===== src/rtl/dcache_wbuf_pkg.sv =====
// Shared types and constants for the dcache write buffer.
package dcache_wbuf_pkg;

    localparam logic [2:0] WR_WORD = 3'b010;
    localparam logic [2:0] WR_LINE = 3'b100;

    localparam int LINE_OFF_DEF = 4;
    localparam int ADDR_W       = 32;
    localparam int DATA_W       = 128;
    localparam int STRB_W       = 4;

    typedef struct packed {
        logic [2:0]        typ;
        logic [ADDR_W-1:0] addr;
        logic [2:0]        size;
        logic [STRB_W-1:0] wstrb;
        logic [DATA_W-1:0] data;
    } wbuf_entry_t;

endpackage


===== src/rtl/dcache_wbuf_if.sv =====
// Bundle of dcache-side and bridge-side signals around the write buffer.
interface dcache_wbuf_if;
    import dcache_wbuf_pkg::*;

    logic              cw_req;
    logic [2:0]        cw_type;
    logic [ADDR_W-1:0] cw_addr;
    logic [2:0]        cw_size;
    logic [STRB_W-1:0] cw_wstrb;
    logic [DATA_W-1:0] cw_data;
    logic              cw_rdy;

    logic              cr_req;
    logic [2:0]        cr_type;
    logic [ADDR_W-1:0] cr_addr;
    logic [2:0]        cr_size;
    logic              cr_rdy;
    logic              cr_ret_valid;
    logic [DATA_W-1:0] cr_ret_data;

    logic              m_wr_req;
    logic [2:0]        m_wr_type;
    logic [ADDR_W-1:0] m_wr_addr;
    logic [2:0]        m_wr_size;
    logic [STRB_W-1:0] m_wr_wstrb;
    logic [DATA_W-1:0] m_wr_data;
    logic              m_wr_rdy;
    logic              m_wr_ok;

    logic              m_rd_req;
    logic [2:0]        m_rd_type;
    logic [ADDR_W-1:0] m_rd_addr;
    logic [2:0]        m_rd_size;
    logic              m_rd_rdy;
    logic              m_ret_valid;
    logic [DATA_W-1:0] m_ret_data;

    logic              wbuf_empty;

    modport slave (
        input  cw_req, cw_type, cw_addr, cw_size, cw_wstrb, cw_data,
        input  cr_req, cr_type, cr_addr, cr_size,
        input  m_wr_rdy, m_wr_ok, m_rd_rdy, m_ret_valid, m_ret_data,
        output cw_rdy, cr_rdy, cr_ret_valid, cr_ret_data,
        output m_wr_req, m_wr_type, m_wr_addr, m_wr_size, m_wr_wstrb, m_wr_data,
        output m_rd_req, m_rd_type, m_rd_addr, m_rd_size, wbuf_empty
    );

    modport master (
        output cw_req, cw_type, cw_addr, cw_size, cw_wstrb, cw_data,
        output cr_req, cr_type, cr_addr, cr_size,
        output m_wr_rdy, m_wr_ok, m_rd_rdy, m_ret_valid, m_ret_data,
        input  cw_rdy, cr_rdy, cr_ret_valid, cr_ret_data,
        input  m_wr_req, m_wr_type, m_wr_addr, m_wr_size, m_wr_wstrb, m_wr_data,
        input  m_rd_req, m_rd_type, m_rd_addr, m_rd_size, wbuf_empty
    );

endinterface


===== src/rtl/dcache_wbuf_hit_cmp.sv =====
// Parallel line-tag compare of a read against all buffered entries plus the
// entry being enqueued, reporting hit and the newest matching entry.
module wbuf_hit_cmp #(
    parameter int DEPTH = 4,
    parameter int TAG_W = 28,
    parameter int IDX_W = $clog2(DEPTH)
) (
    input  logic [DEPTH-1:0] valid_i,
    input  logic [TAG_W-1:0] tag_i [DEPTH],
    input  logic [2:0]       type_i [DEPTH],
    input  logic [IDX_W-1:0] head_i,
    input  logic [IDX_W-1:0] tail_i,
    input  logic             new_vld_i,
    input  logic [TAG_W-1:0] new_tag_i,
    input  logic [2:0]       new_type_i,
    input  logic [TAG_W-1:0] cr_tag_i,
    output logic             hit_o,
    output logic [IDX_W-1:0] newest_idx_o,
    output logic [2:0]       newest_type_o
);

    logic [IDX_W-1:0] idx;

    // Walk oldest to newest so later matches override earlier ones.
    always_comb begin
        hit_o         = 1'b0;
        newest_idx_o  = head_i;
        newest_type_o = '0;
        idx           = head_i;
        for (int k = 0; k < DEPTH; k++) begin
            idx = head_i + IDX_W'(k);
            if (valid_i[idx] && (tag_i[idx] == cr_tag_i)) begin
                hit_o         = 1'b1;
                newest_idx_o  = idx;
                newest_type_o = type_i[idx];
            end
        end
        if (new_vld_i && (new_tag_i == cr_tag_i)) begin
            hit_o         = 1'b1;
            newest_idx_o  = tail_i;
            newest_type_o = new_type_i;
        end
    end

endmodule


===== src/rtl/dcache_wbuf.sv =====
// dcache write buffer: queues write-backs/uncached stores, issues them in order,
// and stalls reads to buffered lines. Define WBUF_FWD_EN to forward line hits.
module dcache_wbuf
    import dcache_wbuf_pkg::*;
#(
    parameter int DEPTH    = 4,
    parameter int LINE_OFF = LINE_OFF_DEF
) (
    input  logic           clk,
    input  logic           resetn,
    dcache_wbuf_if.slave   bus
);

    localparam int IDX_W = $clog2(DEPTH);
    localparam int CNT_W = IDX_W + 1;
    localparam int TAG_W = ADDR_W - LINE_OFF;

    logic [IDX_W-1:0] head_q, head_d, issue_q, issue_d, tail_q, tail_d;
    logic [CNT_W-1:0] count_q, count_d;
    logic [DEPTH-1:0] valid_q, issued_q;
    wbuf_entry_t      ent_q [DEPTH];
    wbuf_entry_t      iss_ent;

    logic             cw_fire, wr_fire, retire, hit;
    logic [TAG_W-1:0] tag [DEPTH];
    logic [2:0]       typ [DEPTH];

    assign iss_ent = ent_q[issue_q];
    assign cw_fire = bus.cw_req && bus.cw_rdy;
    assign wr_fire = bus.m_wr_req && bus.m_wr_rdy;
    // An ack arriving while the oldest entry was never sent is ignored.
    assign retire  = bus.m_wr_ok && valid_q[head_q] && issued_q[head_q];

    always_comb begin
        head_d  = head_q;
        issue_d = issue_q;
        tail_d  = tail_q;
        count_d = count_q;
        if (cw_fire) tail_d  = tail_q + 1'b1;
        if (wr_fire) issue_d = issue_q + 1'b1;
        if (retire)  head_d  = head_q + 1'b1;
        case ({cw_fire, retire})
            2'b10:   count_d = count_q + 1'b1;
            2'b01:   count_d = count_q - 1'b1;
            default: count_d = count_q;
        endcase
    end

    always_ff @(posedge clk) begin
        if (!resetn) begin
            head_q   <= '0;
            issue_q  <= '0;
            tail_q   <= '0;
            count_q  <= '0;
            valid_q  <= '0;
            issued_q <= '0;
            for (int i = 0; i < DEPTH; i++) ent_q[i] <= '0;
        end else begin
            head_q  <= head_d;
            issue_q <= issue_d;
            tail_q  <= tail_d;
            count_q <= count_d;
            if (cw_fire) begin
                valid_q[tail_q]  <= 1'b1;
                issued_q[tail_q] <= 1'b0;
                ent_q[tail_q]    <= '{typ: bus.cw_type, addr: bus.cw_addr, size: bus.cw_size,
                                      wstrb: bus.cw_wstrb, data: bus.cw_data};
            end
            if (wr_fire) issued_q[issue_q] <= 1'b1;
            if (retire)  valid_q[head_q]   <= 1'b0;
        end
    end

    always_comb begin
        for (int i = 0; i < DEPTH; i++) begin
            tag[i] = ent_q[i].addr[ADDR_W-1:LINE_OFF];
            typ[i] = ent_q[i].typ;
        end
    end

    assign bus.cw_rdy     = (count_q != CNT_W'(DEPTH));
    assign bus.wbuf_empty = (count_q == '0);
    assign bus.m_wr_req   = valid_q[issue_q] && !issued_q[issue_q];
    assign bus.m_wr_type  = iss_ent.typ;
    assign bus.m_wr_addr  = iss_ent.addr;
    assign bus.m_wr_size  = iss_ent.size;
    assign bus.m_wr_wstrb = iss_ent.wstrb;
    assign bus.m_wr_data  = iss_ent.data;

    assign bus.m_rd_req   = bus.cr_req && !hit;
    assign bus.m_rd_type  = bus.cr_type;
    assign bus.m_rd_addr  = bus.cr_addr;
    assign bus.m_rd_size  = bus.cr_size;

`ifdef WBUF_FWD_EN
    logic [IDX_W-1:0]  newest_idx;
    logic [2:0]        newest_type;
    logic              fwd_take, rd_pending_q, fwd_vld_q;
    logic [DATA_W-1:0] fwd_data_q, fwd_src;

    wbuf_hit_cmp #(.DEPTH(DEPTH), .TAG_W(TAG_W)) u_hit (
        .valid_i(valid_q), .tag_i(tag), .type_i(typ), .head_i(head_q), .tail_i(tail_q),
        .new_vld_i(cw_fire), .new_tag_i(bus.cw_addr[ADDR_W-1:LINE_OFF]),
        .new_type_i(bus.cw_type), .cr_tag_i(bus.cr_addr[ADDR_W-1:LINE_OFF]),
        .hit_o(hit), .newest_idx_o(newest_idx), .newest_type_o(newest_type)
    );

    // tail only names a live slot when it holds the line being enqueued now
    assign fwd_src  = (cw_fire && newest_idx == tail_q) ? bus.cw_data : ent_q[newest_idx].data;
    assign fwd_take = bus.cr_req && (bus.cr_type == WR_LINE) && hit &&
                      (newest_type == WR_LINE) && !rd_pending_q;

    always_ff @(posedge clk) begin
        if (!resetn) begin
            rd_pending_q <= 1'b0;
            fwd_vld_q    <= 1'b0;
            fwd_data_q   <= '0;
        end else begin
            if (bus.m_rd_req && bus.m_rd_rdy) rd_pending_q <= 1'b1;
            else if (bus.m_ret_valid)         rd_pending_q <= 1'b0;
            fwd_vld_q <= fwd_take;
            if (fwd_take) fwd_data_q <= fwd_src;
        end
    end

    assign bus.cr_rdy       = fwd_take || (bus.m_rd_rdy && !hit);
    assign bus.cr_ret_valid = fwd_vld_q || bus.m_ret_valid;
    assign bus.cr_ret_data  = fwd_vld_q ? fwd_data_q : bus.m_ret_data;
`else
    logic [IDX_W-1:0] newest_idx_unused;
    logic [2:0]       newest_type_unused;

    wbuf_hit_cmp #(.DEPTH(DEPTH), .TAG_W(TAG_W)) u_hit (
        .valid_i(valid_q), .tag_i(tag), .type_i(typ), .head_i(head_q), .tail_i(tail_q),
        .new_vld_i(cw_fire), .new_tag_i(bus.cw_addr[ADDR_W-1:LINE_OFF]),
        .new_type_i(bus.cw_type), .cr_tag_i(bus.cr_addr[ADDR_W-1:LINE_OFF]),
        .hit_o(hit), .newest_idx_o(newest_idx_unused), .newest_type_o(newest_type_unused)
    );

    assign bus.cr_rdy       = bus.m_rd_rdy && !hit;
    assign bus.cr_ret_valid = bus.m_ret_valid;
    assign bus.cr_ret_data  = bus.m_ret_data;
`endif

endmodule


===== src/flat_wrapper.sv =====
// flat-port wrapper written by rule: the top's interface ports become plain ports
module dcache_wbuf_flat import dcache_wbuf_pkg::*;
#(
    parameter int DEPTH    = 4,
    parameter int LINE_OFF = LINE_OFF_DEF
)
  (clk, resetn, bus_cw_req, bus_cw_type, bus_cw_addr, bus_cw_size, bus_cw_wstrb, bus_cw_data, bus_cr_req, bus_cr_type, bus_cr_addr, bus_cr_size, bus_m_wr_rdy, bus_m_wr_ok, bus_m_rd_rdy, bus_m_ret_valid, bus_m_ret_data, bus_cw_rdy, bus_cr_rdy, bus_cr_ret_valid, bus_cr_ret_data, bus_m_wr_req, bus_m_wr_type, bus_m_wr_addr, bus_m_wr_size, bus_m_wr_wstrb, bus_m_wr_data, bus_m_rd_req, bus_m_rd_type, bus_m_rd_addr, bus_m_rd_size, bus_wbuf_empty);
  dcache_wbuf_if bus_i ();
  input  logic clk;
  input  logic resetn;
  input wire logic [$bits(bus_i.cw_req)-1:0] bus_cw_req;
  input wire logic [$bits(bus_i.cw_type)-1:0] bus_cw_type;
  input wire logic [$bits(bus_i.cw_addr)-1:0] bus_cw_addr;
  input wire logic [$bits(bus_i.cw_size)-1:0] bus_cw_size;
  input wire logic [$bits(bus_i.cw_wstrb)-1:0] bus_cw_wstrb;
  input wire logic [$bits(bus_i.cw_data)-1:0] bus_cw_data;
  input wire logic [$bits(bus_i.cr_req)-1:0] bus_cr_req;
  input wire logic [$bits(bus_i.cr_type)-1:0] bus_cr_type;
  input wire logic [$bits(bus_i.cr_addr)-1:0] bus_cr_addr;
  input wire logic [$bits(bus_i.cr_size)-1:0] bus_cr_size;
  input wire logic [$bits(bus_i.m_wr_rdy)-1:0] bus_m_wr_rdy;
  input wire logic [$bits(bus_i.m_wr_ok)-1:0] bus_m_wr_ok;
  input wire logic [$bits(bus_i.m_rd_rdy)-1:0] bus_m_rd_rdy;
  input wire logic [$bits(bus_i.m_ret_valid)-1:0] bus_m_ret_valid;
  input wire logic [$bits(bus_i.m_ret_data)-1:0] bus_m_ret_data;
  output wire logic [$bits(bus_i.cw_rdy)-1:0] bus_cw_rdy;
  output wire logic [$bits(bus_i.cr_rdy)-1:0] bus_cr_rdy;
  output wire logic [$bits(bus_i.cr_ret_valid)-1:0] bus_cr_ret_valid;
  output wire logic [$bits(bus_i.cr_ret_data)-1:0] bus_cr_ret_data;
  output wire logic [$bits(bus_i.m_wr_req)-1:0] bus_m_wr_req;
  output wire logic [$bits(bus_i.m_wr_type)-1:0] bus_m_wr_type;
  output wire logic [$bits(bus_i.m_wr_addr)-1:0] bus_m_wr_addr;
  output wire logic [$bits(bus_i.m_wr_size)-1:0] bus_m_wr_size;
  output wire logic [$bits(bus_i.m_wr_wstrb)-1:0] bus_m_wr_wstrb;
  output wire logic [$bits(bus_i.m_wr_data)-1:0] bus_m_wr_data;
  output wire logic [$bits(bus_i.m_rd_req)-1:0] bus_m_rd_req;
  output wire logic [$bits(bus_i.m_rd_type)-1:0] bus_m_rd_type;
  output wire logic [$bits(bus_i.m_rd_addr)-1:0] bus_m_rd_addr;
  output wire logic [$bits(bus_i.m_rd_size)-1:0] bus_m_rd_size;
  output wire logic [$bits(bus_i.wbuf_empty)-1:0] bus_wbuf_empty;
  assign bus_i.cw_req = bus_cw_req;
  assign bus_i.cw_type = bus_cw_type;
  assign bus_i.cw_addr = bus_cw_addr;
  assign bus_i.cw_size = bus_cw_size;
  assign bus_i.cw_wstrb = bus_cw_wstrb;
  assign bus_i.cw_data = bus_cw_data;
  assign bus_i.cr_req = bus_cr_req;
  assign bus_i.cr_type = bus_cr_type;
  assign bus_i.cr_addr = bus_cr_addr;
  assign bus_i.cr_size = bus_cr_size;
  assign bus_i.m_wr_rdy = bus_m_wr_rdy;
  assign bus_i.m_wr_ok = bus_m_wr_ok;
  assign bus_i.m_rd_rdy = bus_m_rd_rdy;
  assign bus_i.m_ret_valid = bus_m_ret_valid;
  assign bus_i.m_ret_data = bus_m_ret_data;
  assign bus_cw_rdy = bus_i.cw_rdy;
  assign bus_cr_rdy = bus_i.cr_rdy;
  assign bus_cr_ret_valid = bus_i.cr_ret_valid;
  assign bus_cr_ret_data = bus_i.cr_ret_data;
  assign bus_m_wr_req = bus_i.m_wr_req;
  assign bus_m_wr_type = bus_i.m_wr_type;
  assign bus_m_wr_addr = bus_i.m_wr_addr;
  assign bus_m_wr_size = bus_i.m_wr_size;
  assign bus_m_wr_wstrb = bus_i.m_wr_wstrb;
  assign bus_m_wr_data = bus_i.m_wr_data;
  assign bus_m_rd_req = bus_i.m_rd_req;
  assign bus_m_rd_type = bus_i.m_rd_type;
  assign bus_m_rd_addr = bus_i.m_rd_addr;
  assign bus_m_rd_size = bus_i.m_rd_size;
  assign bus_wbuf_empty = bus_i.wbuf_empty;
  dcache_wbuf #(.DEPTH(DEPTH), .LINE_OFF(LINE_OFF)) u_core (.clk(clk), .resetn(resetn), .bus(bus_i));
endmodule

===== config.mk =====
export PLATFORM = sky130hd
export DESIGN_NAME = dcache_wbuf_flat
export DESIGN_NICKNAME = d
export VERILOG_FILES = /design/src/rtl/dcache_wbuf_pkg.sv /design/src/rtl/dcache_wbuf_if.sv /design/src/rtl/dcache_wbuf_hit_cmp.sv /design/src/rtl/dcache_wbuf.sv /design/src/flat_wrapper.sv
export SDC_FILE = /design/constraint.sdc
export NUM_CORES = 1
export LEC_CHECK = 0
export BUFFER_PORTS_ARGS = -buffer_cell sky130_fd_sc_hd__buf_4
export CORE_UTILIZATION = 50
export CTS_BUF_LIST = sky130_fd_sc_hd__clkbuf_4 sky130_fd_sc_hd__clkbuf_8
export DETAILED_ROUTE_END_ITERATION = 7
export MAX_ROUTING_LAYER = met4
export PLACE_DENSITY = 0.73
export SYNTH_ARGS = -nofsm -noshare
export SYNTH_HDL_FRONTEND = slang
export SYNTH_SLANG_ARGS = --single-unit

===== constraint.sdc =====
create_clock -name clk -period 31.2 [get_ports clk]
set_input_delay 1.56 -clock clk [delete_from_list [all_inputs] [get_ports clk]]
set_output_delay 1.56 -clock clk [all_outputs]
set_load 0.01 [all_outputs]

==> results by group, run 1 <==
Floorplanning
  • Core area: 71400 µm²
  • Initial Util: between 50% and 60%
  • Rows: ~100
  • Die Y: ~270 µm
  • Top Ports: 686
  • Die area: 73100 µm²
  • Die Span X: approximately 270 µm

Setup path
  • Reg2Reg Depth: 7
  • Crit. End Element: output port
  • Crit path DAT: between 5 and 6 ns
  • Critical setup path kind: reg2out
  • Worst-path fanout max: 55
  • Req. time, crit path: between 20 and 30 ns
  • Critical Path Source Type: flop

Placement
  • Placer Congestion: between 0.9 and 1
  • PortBufs: 407
  • Post-DP HPWL: between 70000 and 80000 µm
  • Dpl cells: roughly 3.5k
  • Placed Area: between 30000 and 40000 µm²

STA
  • RSZ-0062 raised after global routing: false
  • Max-slew violations: 0
  • Hold WS: approximately 0.55 ns
  • Slew HR: 22.9%
  • Worst Skew: between 0.04 and 0.05 ns
  • # setup viols final: 0
  • Minimum clock period: ~7 ns
  • Setup TNS: 0 ns
  • Fin. Hold Viols: 0
  • Least-Margin Pin Slew: 1.16 ns
  • Crit share post-route: between 20% and 30%
  • FMAX: approximately 0.14 GHz

Logic synthesis
  • Mapped Cells: approximately 2.5k
  • Synth top cells by count: 680 x edfxtp_1, 514 x and2_1, 210 x mux4_2, 171 x and3_1, 171 x buf_4
  • Sequential share of the synthesized area: roughly 58%
  • Yosys top cell by area: edfxtp_1
  • Yosys reg bits: roughly 700
  • Synth cell types: 66
  • Ys async rst share: 0%
  • Synth Cell Area: roughly 36000 µm²
  • Post-synth EDFFs: 680
  • Most frequent cell after synthesis: edfxtp_1
  • Post-synth top flop: edfxtp_1
  • Ys Warns: 0
  • Synthesized net count: approximately 2.8k
  • Syn Area/Cell: between 10 and 15 µm²
  • Share of the synthesized area in the top cell type: between 50% and 60%
  • Top area cells in the synthesized netlist: edfxtp_1 57%, mux4_2 13%, and2_1 8.9%

Cells and area
  • Nets@finish: approximately 3k
  • Fillers: approximately 5.7k
  • Area of the multi-input gates: ~13000 µm²
  • Non-Filler Instances: approximately 3.7k
  • Final Cell Area: ~41000 µm²
  • Layout cells sized above 1: between 30% and 40%
  • Layout area overhead: 12.9%
  • Footprint of the flip-flops and latches: about 21000 µm²

Drt
  • Via count: roughly 23k
  • DR iter-0 viols: around 2.2k
  • Pre-antenna DRT Iters: 6
  • Detailed Route WL: around 110000 µm
  • Antenna viol nets, final: 0
  • Routed vias/inst: 6.10
  • WL/cell: 30.3 µm
  • DRC viols: 0

Job
  • Max cap viols: 0

Power
  • Net Switching: around 0.59 mW
  • Leakage: between 15 and 20 nW
  • Sequential share of power: between 50% and 60%
  • Switching Fraction: a little over a quarter
  • Clock power frac: 34.5%
  • Comb pwr share: 15.1%
  • Power density cells: ~55 nW/µm²
  • Total power draw: approximately 2.2 mW
  • VDD IR-drop max: slightly above 0.04 mV
  • Internal: 1.66 mW

CTS
  • Root buffer cell: clkbuf_8
  • # H-tree levels: 3
  • Clock-pin slew on the worst setup and hold paths: approximately 0.070 ns
  • Inserted Clock Buffers: approximately 110
  • Hold buffer count at CTS: 0
  • Post-CTS setup buffer count: 0
  • Cts repair resizes: 0
  • CTS max path bufs: 3
  • Later-pin clock latency in the skew report: about 0.74 ns
  • TritonCTS clock tree: done
  • Clock Sink Count: about 700

Global route
  • Global Route met1 Usage: slightly below 40%
  • GR Overflow Total: 0
  • GRT Max-Usage Layer: met2
  • Largest net degree at the start of global routing: 91
  • First-pass GRT wire length: about 160000 µm
  • Met2 Use GR: a little under half
  • Met3 Resource Use GR: around 14%
  • Vias in the first global route: 22.8k
  • All-Layer GR Usage: between 30 and 40%
  • Initial antenna violation count: 8

Outcome
  • Status: finished clean

Min path
  • Worst Hold Class: reg2reg
  • Worst hold path depth: 2
[critical path: stages, from the launching register on]
cell and delay (ns):
dfxtp_4 0.71, buf_4 0.79, buf_4 0.84, mux4_1 0.69
xnor2_1 0.16, nand4_1 0.13, or4_4 0.50, o41ai_2 0.58
nor4b_1 0.14, buf_4 0.18
[sequential cells by signal, indices dropped and copies added (netlist names), named ones only]
name / flops
u_core.ent_q: 680
u_core.issued_q: 4
u_core.valid_q: 4
u_core.count_q: 3
u_core.head_q: 2
u_core.issue_q: 2
u_core.tail_q: 2
[final timing paths]
check	startpoint	end	slack (ns)
min	u_core.count_q[1]	u_core.count_q[1]	0.55
max reg2reg	u_core.count_q[1]	u_core.ent_q[2][77]	27.36
max	u_core.head_q[0]	bus_m_rd_req	24.17
min reg2reg	u_core.count_q[1]	u_core.count_q[1]	0.55
[per-stage QoR]
| step | setup slack (ns) | util, % |
|---|---|---|
| final | 24.17 | 56.9 |
| after global routing | 23.81 | 56.9 |
| after CTS | 24.03 | 56.9 |
| after detailed placement | 24.87 | 53.8 |
| after global placement | 24.81 | 53.8 |
| after floorplan | 15.66 | - |
[final cells by class]
| class | instances | area share [%] |
|---|---|---|
| well taps | 950 | 2.93 |
| flip-flops and latches | 699 | 51.2 |
| clock inverters | 52 | 0.884 |
| inverters | 23 | 0.213 |
| repair buffers | 435 | 8.07 |
| multi-input cells | 1395 | 32.1 |
| diodes | 10 | 0.0616 |
| clock buffers | 148 | 4.46 |
[power groups by stage]
| stage | clock network, mW | registers, mW | logic (mW) |
|---|---|---|---|
| after floorplan | 0 | 1.14 | 0.211 |
| after global placement | 0 | 1.14 | 0.339 |
| after detailed placement | 0 | 1.15 | 0.340 |
| after CTS | 0.783 | 1.13 | 0.341 |
| after global routing | 0.822 | 1.14 | 0.358 |
| final | 0.774 | 1.13 | 0.339 |
[cells by family after synthesis]
group	share of synthesized area (%)
adder cells (fa/ha/maj)	0.508
multiplexers	16.5
AO/OA/AOI/OAI	2.45
AND/OR/NAND/NOR	13.8
XOR/XNOR	2.87
buffers and inverters	6.08
flip-flops	57.8
[cells in the final DEF, fill, tap and decap left out, types with 4 or more instances in the layout]
cell type and count:
mux4_1 4, mux2i_1 89, nand3_1 6, a21oi_1 16, nor2b_1 4, xor2_1 32, edfxtp_1 680, nor4b_1 4
mux2_2 11, nor2_1 35, clkbuf_4 36, and2_1 513, a221oi_1 8, mux4_2 210, a211oi_1 4, ha_1 12
clkinv_1 34, xnor2_1 86, diode_2 10, buf_4 434, inv_1 21, mux2i_2 6, a2111oi_0 4, nor4_1 9
clkinv_2 10, dfxtp_1 15, o21ai_0 15, nand2_1 41, and3_1 171, o2111ai_1 7, o211ai_1 7, a22oi_1 12
clkbuf_8 112, nor3_1 5, nand4_1 19, o22ai_1 14
[routing by layer]
metal | part of all wire (%) | up-vias
met5 | 0 | -
met4 | 2.7 | 0
met3 | 13 | 195
met2 | 46 | 1331
met1 | 38 | 11600
li1 | - | 9511
Note: power is estimated with default switching activity, not from simulation.
==> run 2: changes to the inputs <==
- ABC_AREA: default -> 1
- PLACE_DENSITY: 0.73 -> 0.76
- clock period: 31.2 -> 6 ns (I/O delays scaled with it)
==> run 2 against run 1 <==
  * The run now ends with DRC left
  * First-iteration DRC count grew 46%
  * Design area rose by 3.2%
  * Via count rose by 34%
  * Clock power grew to 5.4 times the previous value
  * Global-route usage decreased by 1.8 points
  * Non-clock buffer count up 178
  * Sequential share of layout area fell by 1.6 points
  * Wire length is 5.5% lower
  * Combinational power increased to 7.8 times the previous value
  * Area after synthesis fell by 1.3%
  * Largest cell class unchanged
  * Largest power group unchanged
==> results by group, run 2 <==
CTS
  • Cts repair resizes: 0 (unchanged)
  • CTS max path bufs: 3 (unchanged)
  • TritonCTS clock tree: done
  • Clock-pin slew on the worst setup and hold paths: 0.06 ns (about the same)
  • Later-pin clock latency in the skew report: 0.76 ns (+0.02 ns)
  • Clock Sink Count: 699 (unchanged)
  • Root buffer cell: clkbuf_8
  • # H-tree levels: 3 (unchanged)
  • Inserted Clock Buffers: 114 (+1.8%)

Drt
  • Pre-antenna DRT Iters: 8 (+2)
  • DRC viols: 7 (+7)
  • Detailed Route WL: 106000 µm (-5.5%)
  • Antenna viol nets, final: 0 (unchanged)
  • WL/cell: 20.0 µm (-34%)
  • DR iter-0 viols: 3258 (+46%)
  • Routed vias/inst: 5.71 (-6.3%)
  • Via count: 30.3k (+34%)

STA
  • FMAX: 0.216 GHz
  • # setup viols final: 0 (unchanged)
  • Crit share post-route: between 70% and 80%
  • Fin. Hold Viols: 0 (unchanged)
  • Worst Skew: 0.0469 ns (+0.00453 ns)
  • Minimum clock period: about 4.6 ns
  • Slew HR: 20.4% (-2.4 points)
  • Least-Margin Pin Slew: 1.19 ns (+0.0364 ns)
  • Max-slew violations: 0 (unchanged)
  • Setup TNS: 0 ns (unchanged)
  • RSZ-0062 raised after global routing: false

Logic synthesis
  • Yosys reg bits: 699 (unchanged)
  • Sequential share of the synthesized area: 58.6% (+0.78 points)
  • Post-synth top flop: edfxtp_1
  • Post-synthesis simple-gate area fraction: 22.7% (+8.9 points)
  • Synth cell types: 35 (-47%)
  • Syn Area/Cell: 8.98 µm² (-38%)
  • Synth top cells by count: 1070 x nor2_1, 680 x edfxtp_1, 561 x nand2_1, 362 x o21ai_0, 345 x nand3_1
  • Post-synth EDFFs: 680 (unchanged)
  • Mux contribution to synthesized area: 0% (-16 points)
  • Largest family of logic cells by synthesized area: simple AND/OR/NAND/NOR gates
  • Synth Area in XOR/XNOR: 0.543% (-2.3 points)
  • Adder-Cell Fraction of Synth Area: 0.514% (+0.0068 points)
  • Mapped Cells: 3953 (+60%)
  • Yosys top cell by area: edfxtp_1
  • Area fraction in compound gates after synthesis: 8.70% (+6.2 points)
  • Top area cells in the synthesized netlist: edfxtp_1 57%, nor2_1 11%, nand2_1 5.9%
  • Share of the synthesized area in the top cell type: 57.5% (+0.76 points)
  • Ys Warns: 0 (unchanged)
  • Ys async rst share: 0% (unchanged)
  • Most frequent cell after synthesis: nor2_1
  • Synth Cell Area: 35500 µm² (-1.3%)
  • Synthesized net count: 4311 (+52%)

Setup path
  • Critical Path Source Type: flop
  • Critical setup path kind: reg2out
  • Crit-path most repeated cell: nand2_1
  • Worst reg2reg setup slack: 2.45 ns (-24.91 ns)
  • Crit-path cells: inv_4, ha_2, buf_4, inv_2, nand3_1, nand2_1, nand2_1, nand2_1, nand2_1, nor2_1, nand2_1, nor2_1, nand2_1, nand3_1, nor3_1, buf_4
  • Reg2Reg Depth: 9 (+2)
  • Req. time, crit path: 5.70 ns (-23.94 ns)
  • Crit. End Element: output port
  • Worst setup startpoint: u_core.head_q[0]
  • Crit path DAT: 4.32 ns (-1.15 ns)
  • R2r startpoint: u_core.count_q[0]
  • Reg-to-reg critical path endpoint: u_core.ent_q[2][0]
  • Peak per-stage delay on the critical path: 0.83 ns (about the same)
  • Worst-path fanout max: 59 (+7.3%)
  • CP max-delay cell: inv_2

Min path
  • Worst hold path depth: 4 (+2)
  • Endpoint, Worst Hold: u_core.valid_q[0]
  • Worst Hold Class: in2reg
  • Hold Crit Start: bus_m_wr_ok

Global route
  • Largest net degree at the start of global routing: 199 (+120%)
  • GR Overflow Total: 0 (unchanged)
  • First-pass GRT wire length: 159000 µm (-0.88%)
  • Vias in the first global route: 28.6k (+26%)
  • All-Layer GR Usage: 29.4% (-1.8 points)
  • Initial antenna violation count: 4 (-4)

Floorplanning
  • Top Ports: 686 (unchanged)
  • Core area: 70100 µm² (-1.7%)
  • Initial Util: 50.6% (+0.19 points)
  • Rows: 97 (-1.0%)
  • Die Span X: 269 µm (-0.66%)
  • Die Y: 269 µm (-0.66%)
  • Die area: 72100 µm² (-1.3%)

Power
  • Leakage: 17.8 nW (+16%)
  • Total power draw: 12.7 mW (+470%)
  • Power density cells: 304 nW/µm² (+450%)
  • VDD IR-drop max: 0.226 mV (+460%)

Cells and area
  • Biggest register: u_core.ent_q
  • Commonest non-fill, non-tap cells in the layout: 1069 x nor2_1, 680 x edfxtp_1, 556 x nand2_1, 427 x buf_4, 362 x o21ai_0
  • Largest regs: u_core.ent_q: 680 flops, u_core.issued_q: 4 flops, u_core.valid_q: 4 flops
  • Layout cells sized above 1: 14.6% (-16 points)
  • Commonest non-fill, non-tap cell in the layout: nor2_1
  • Max reg flops: 680 (unchanged)
  • Final Cell Area: 41900 µm² (+3.2%)
  • Nets@finish: 4633 (+53%)
  • Layout area overhead: 18.0%
  • Fillers: 5783 (+1.4%)

Placement
  • Placed Area: 37900 µm² (-1.3%)
  • Post-DP HPWL: 62000 µm (-14%)
  • PortBufs: 407 (unchanged)
  • Placer Congestion: 0.955 (-2.7%)

Outcome
  • Status: complete, but fails checks
  • Violated checks: DRC

Job
  • Max cap viols: 0 (unchanged)
run 2: changes by cell type in the layout (fill, tap and decap cells not counted), sizes merged, moves of 156 or more:
cell,delta
and2,-514
nand3,+340
nor2,+1038
and3,-171
nand2,+522
inv,+209
dlygate4sd3,+173
o22ai,+156
mux4,-214
o21ai,+354
run 2: worst max-delay path by stage:
stage / endpoint / slack [ns] / depth (start not counted)
floorplan: u_core.ent_q[3][0] / 0.16 / 9
global placement: bus_cr_rdy / 2.25 / 16
detailed placement: bus_cr_rdy / 2.21 / 16
CTS: bus_cr_rdy / 1.39 / 16
global route: bus_cr_rdy / 0.98 / 16
finish: bus_cr_rdy / 1.38 / 16
run 2: repair_timing:
action | 4_1_cts | 5_1_grt
hold buffers | 173 | 0
setup endpoints to repair | 0 | 0
buffers inserted | 0 | 0
endpoints found under the hold margin | 692 | 0
run 2: worst max-delay path, delay by kind of cell (launching register included):
kind | cells | cell delay [ns]
fa+ha+maj | 1 | 0.38
simple gates | 11 | 1.09
flops | 1 | 0.39
buf+inv | 4 | 1.69
run 2: cell type report:
class	count	area, µm²	area share [%]
well taps	940	1180	2.81
flip-flops and latches	699	20800	49.7
clock buffers	154	1870	4.46
clock inverters	45	369	0.881
multi-input cells	2617	11600	27.7
repair buffers	613	5200	12.4
inverters	230	881	2.10
diodes	4	10.0	0.0239
run 2: power by group:
group          leakage [nW]  internal (mW)  switching, mW
registers              7.20           5.76          0.163
logic                  9.41          0.986           1.68
clock network          1.18           2.20           1.95
run 2: metrics by stage:
| step | util [%] | cells | setup WS [ns] | hold WS [ns] |
|---|---|---|---|---|
| 3_3_place_gp | 54.1 | 4926 | 2.25 | 0.459 |
| 2_1_floorplan | - | 3953 | 0.161 | 0.443 |
| 5_1_grt | 59.8 | 5302 | 0.976 | 0.106 |
| 4_1_cts | 59.7 | 5298 | 1.39 | 0.0283 |
| 3_5_place_dp | 54.1 | 4926 | 2.21 | 0.459 |
| 6_report | 59.8 | 5302 | 1.38 | 0.0877 |
run 2: per-layer routing:
layer	vias up	wire length [µm]	share of wire (%)	GRT usage [%]
met2	1788	50400	48	46.3
met3	328	11100	10	6.19
li1	13800	-	-	-
met4	0	4230	4.0	13.3
met5	-	0	0	-
met1	14300	40400	38	36.6
run 2: cell families after synthesis:
family	count (synthesis)
AND/OR/NAND/NOR	2012
flip-flops	699
buffers and inverters	637
AO/OA/AOI/OAI	569
XOR/XNOR	22
adder cells (fa/ha/maj)	14
